## config.mk

```make
export PLATFORM = sky130hd
export DESIGN_NAME = ifetch_bus_ctrl
export DESIGN_NICKNAME = d
export VERILOG_FILES = /design/src/rtl/ifetch_bus_ctrl.sv
export SDC_FILE = /design/constraint.sdc
export NUM_CORES = 1
export LEC_CHECK = 0
export ABC_AREA = 1
export ABC_CLOCK_PERIOD_IN_PS = 1700
export CAP_MARGIN = 20
export CORE_ASPECT_RATIO = 0.6
export CORE_MARGIN = 1
export CORE_UTILIZATION = 39
export CTS_CLUSTER_SIZE = 25
export DETAILED_ROUTE_END_ITERATION = 10
export PLACE_DENSITY = 0.86
export SYNTH_ARGS = -nofsm -noshare
export SYNTH_HDL_FRONTEND = slang
export SYNTH_SLANG_ARGS = --single-unit
```

## constraint.sdc

```tcl
create_clock -name clk -period 1.7 [get_ports clk]
set_input_delay 0.255 -clock clk [delete_from_list [all_inputs] [get_ports clk]]
set_output_delay 0.255 -clock clk [all_outputs]
set_load 0.01 [all_outputs]
```

## src/rtl/ifetch_bus_ctrl.sv

```systemverilog
// rtl/ifetch_bus_ctrl.sv - instruction fetch bus responder for the multicycle pc
// Sequences FETCH/EXEC/HALT, runs the Avalon-style read and latches the instruction word.
module ifetch_bus_ctrl #(
   parameter bit          SWAP_BYTES = 1'b0,
   parameter int unsigned TIMEOUT    = 1024
) (
   input  logic        clk,
   input  logic        reset,
   input  logic [31:0] addr,
   input  logic        finish,
   input  logic        data_stall,
   input  logic        waitrequest,
   input  logic [31:0] readdata,
   output logic [31:0] instr_address,
   output logic        instr_read,
   output logic [31:0] instruction_word,
   output logic        state,
   output logic        stall,
   output logic        halted,
   output logic        fetch_err
);

   typedef enum logic [1:0] {
      S_FETCH = 2'd0,
      S_EXEC  = 2'd1,
      S_HALT  = 2'd2
   } fsm_e;

   localparam logic [15:0] TIMEOUT_W = 16'(TIMEOUT);

   fsm_e        state_q, state_d;
   logic [15:0] wait_cnt_q, wait_cnt_d;
   logic [31:0] iword_q, iword_d;
   logic        err_q, err_d;

   logic        aligned;
   logic        timeout_hit;
   logic [31:0] rdata_sw;

   assign aligned       = (addr[1:0] == 2'b00);
   assign instr_address = {addr[31:2], 2'b00};

   // The edge that would record the TIMEOUT-th wait cycle is the one that gives up.
   assign timeout_hit = (TIMEOUT_W != 16'd0) && ((wait_cnt_q + 16'd1) == TIMEOUT_W);

   always_comb begin
      if (SWAP_BYTES) begin
         rdata_sw = {readdata[7:0], readdata[15:8], readdata[23:16], readdata[31:24]};
      end else begin
         rdata_sw = readdata;
      end
   end

   always_ff @(posedge clk or posedge reset) begin
      if (reset) begin
         state_q <= S_FETCH;
      end else begin
         state_q <= state_d;
      end
   end

   always_ff @(posedge clk or posedge reset) begin
      if (reset) begin
         wait_cnt_q <= 16'd0;
         iword_q    <= 32'd0;
         err_q      <= 1'b0;
      end else begin
         wait_cnt_q <= wait_cnt_d;
         iword_q    <= iword_d;
         err_q      <= err_d;
      end
   end

   always_comb begin
      state_d    = state_q;
      wait_cnt_d = wait_cnt_q;
      iword_d    = iword_q;
      err_d      = err_q;
      case (state_q)
         S_FETCH: begin
            if (!aligned) begin
               err_d   = 1'b1;
               state_d = S_HALT;
            end else if (!waitrequest) begin
               iword_d    = rdata_sw;
               wait_cnt_d = 16'd0;
               state_d    = S_EXEC;
            end else begin
               wait_cnt_d = wait_cnt_q + 16'd1;
               if (timeout_hit) begin
                  err_d   = 1'b1;
                  state_d = S_HALT;
               end
            end
         end
         S_EXEC: begin
            if (!data_stall) begin
               state_d = finish ? S_HALT : S_FETCH;
            end
         end
         default: state_d = S_HALT;
      endcase
   end

   // Read strobe is gated by reset so an abandoned transaction drops at once.
   always_comb begin
      instr_read = 1'b0;
      stall      = 1'b0;
      state      = 1'b0;
      halted     = 1'b0;
      case (state_q)
         S_FETCH: begin
            instr_read = aligned && !reset;
            stall      = aligned && !reset && waitrequest;
         end
         S_EXEC: begin
            state = 1'b1;
            stall = data_stall;
         end
         default: halted = 1'b1;
      endcase
   end

   assign instruction_word = iword_q;
   assign fetch_err        = err_q;

endmodule

```

==> results.cfg <==
[synthesis]
ys.flop_type = dfrtp_1
synthTopCellsByArea = dfrtp_1 (48%), mux2_2 (13%), buf_4 (9.0%)
ys_ff_latch = 51
synth.distinct_cells = 24
synth_edf_count = 0
seq_area_frac_synth_pct = 47.7
syn_avg_cell_area_sq_um = 9.41
yosysTopAreaCellShare_pct = 47.7
netlist_area_sq_um = 2670
synth_area_leader_cell = dfrtp_1
synth-warning-count = 0
synthArstFlopShare_pct = 100
synth_cells = 284

[timing]
finalClockSkew_ns = 0.00589
rsz0062_at_grt = yes
layout_min_cycle_time_ns = 1.71
setup_ws_ns = -0.00581
finalMaxSlewViolations = 0
finalCritPeriodShare_pct = 100
hold_violations = 0
tns_ns = -0.00581
setup_violations = 1
max_freq_mhz = 586

[floorplan]
dieArea_sq_um = 7200
core_sq_um = 6360
start_util_pct = 42.1
io_pins = 138
die_w_um = 109
rows = 22
fp.dieH_um = 66.1

[worst_setup_path]
arrival_ns = 1.93
crit_path_end_kind = register
critPathKind = reg -> reg
crit_path_max_fanout = 5
required_ns = 1.93
worstSetupStartpointType = register

[placement]
dp_slack_ns = -0.247
place_area_sq_um = 3440
gp_congestion = 0.861
hpwl_um = 4980
placedCellCount = 421
port_buffers = 75

[routing]
post_drt_wl_per_cell_um = 15.5
drt_first_pass_iters = 4
wl_met1_um = 2920
highest_layer = met4
dr.first_iter.drc_count = 84
viasPerCell = 4.92
route.vias.total = 2111
met2WireLength_um = 3080
ant_nets = 0
wl_met3_um = 543
drc = 0
drt_wl_total_um = 6640

[clocking]
hold_buffers = 0
h-tree-depth = 2
clock_sinks = 51
cts_buffers = 5
tritoncts = yes
clock_latency_ns = 0.29
cts-root-buf = clkbuf_16
clockBufferDepth = 2
path_clk_slew_ns = 0.07

[power]
seqPwrFrac_pct = 46.4
ir_drop_mv = 0.520
swShare_pct = 23.6
switchingPower_mw = 0.658
p_leak_nw = 1.79
clockPowerShare_pct = 40.1
power.share.combinational_pct = 13.5
internal_power_mw = 2.14
powerDensity_nw_per_um2 = 762

[finish]
multi_input_area_sq_um = 1080
seqCellArea_sq_um = 1280
area_delta_synth_final_pct = 37.1
num_antenna_cells = 0
stdcell_count = 429
final_common_cell = clkdlybuf4s50_1
final_cell_mix = clkdlybuf4s50_1 (72), nand2_1 (57), dfrtp_1 (50)
drive_above_1_share_pct = 24.9
fin_nets = 416
nFillCells = 520
final_area_sq_um = 3670

[global_route]
grt_use_total_pct = 19.5
grt_pass1_wl_um = 10400
grt_pass1_vias = 2206
antenna_found_initial = 0
grt_max_degree = 29
grt-ovfl-total = 0

[status]
status = finished with violations
violations = setup timing

[run]
max-cap-violations = 0

[worst_hold_path]
hold_class = in -> async
-- cells in the mapped netlist, types with 2 or more instances --
master     n
nor2_2     7
nand4_1    5
clkbuf_1   2
o21ai_0   14
nand2_1   61
buf_4     32
nand3_1   13
nor2_1    14
xor2_1     3
buf_2      4
o21ai_1    2
ha_1       2
o22ai_1    2
dfrtp_1   51
nand2_2    5
inv_1     26
nor2_4     3
mux2_2    32
-- per-layer routing --
layer | up-vias | track usage, %
met5 | - | 0
met4 | 0 | 5.91
met3 | 13 | 8.57
met2 | 93 | 30.3
met1 | 1007 | 24.3
li1 | 998 | -
-- final cells by class --
type,instances,share of cell area (%)
timing repair buffer,91,25.6
multi-input combinational,169,29.6
clock inverter,1,0.819
sequential,51,34.8
clock buffer,6,3.52
inverter,27,2.76
tap,84,2.87
-- logic make-up after synthesis --
logic type / Yosys count / share of synthesized area, %
flip-flops: 51 / 47.7
multiplexers: 32 / 13.5
other: 1 / 0.140
adder cells (fa/ha/maj): 2 / 0.936
XOR/XNOR: 3 / 0.983
buffers and inverters: 65 / 13.8
AO/OA/AOI/OAI: 20 / 4.12
AND/OR/NAND/NOR: 110 / 18.8
-- sequential cells by signal, indices dropped and copies added, names as in the netlist --
register / cells
instruction_word: 32
wait_cnt_q: 16
fetch_err: 1
state_q: 2
-- worst max-delay path, cell delays in order (launching register included) --
cell     delay, ns
dfrtp_1       0.42
ha_4          0.20
nand2_1       0.11
nand2_2       0.09
nor2_2        0.11
nand2_1       0.07
nor2_2        0.12
nand3_1       0.09
nor2_2        0.15
nand3_1       0.09
nand2_1       0.07
nand2_1       0.06
nor2_2        0.07
-- per-stage QoR --
step | hold WS (ns) | power [mW] | util, %
after floorplan | 0.405 | 1.56 | -
after global placement | 0.456 | 1.66 | 54.1
after detailed placement | 0.462 | 1.68 | 54.1
after CTS | 0.394 | 2.80 | 56.9
after global routing | 0.436 | 2.90 | 57.7
final | 0.400 | 2.79 | 57.7
-- worst paths after layout --
path                                            from                               end  slack (ns)  cells after the start
setup reg to reg           wait_cnt_q[0]$_DFFE_PP0P_            state_q[1]$_DFFE_PP0P_      -0.006                     12
hold reg to reg                fetch_err$_DFFE_PP0P_             fetch_err$_DFFE_PP0P_        0.47                      2
hold / removal                                 reset         wait_cnt_q[3]$_DFFE_PP0P_        0.40                      3
max in group asynchronous                      reset  instruction_word[15]$_DFFE_PP0P_        0.83                      4
min in group clk               fetch_err$_DFFE_PP0P_             fetch_err$_DFFE_PP0P_        0.47                      2
setup / recovery           wait_cnt_q[0]$_DFFE_PP0P_            state_q[1]$_DFFE_PP0P_      -0.006                     12
-- timing repair --
item,4_1_cts,5_1_grt
pin swaps,2,12
setup buffers,1,0
endpoints found under the setup margin,4,4
resized for setup,5,16
-- power by group through the flow --
stage	combinational, mW	clock, mW	sequential (mW)
after floorplan	0.241	0	1.32
after global placement	0.347	0	1.31
after detailed placement	0.361	0	1.32
after CTS	0.371	1.13	1.29
after global routing	0.415	1.18	1.30
final	0.377	1.12	1.30
(Power assumes the default switching activity.)
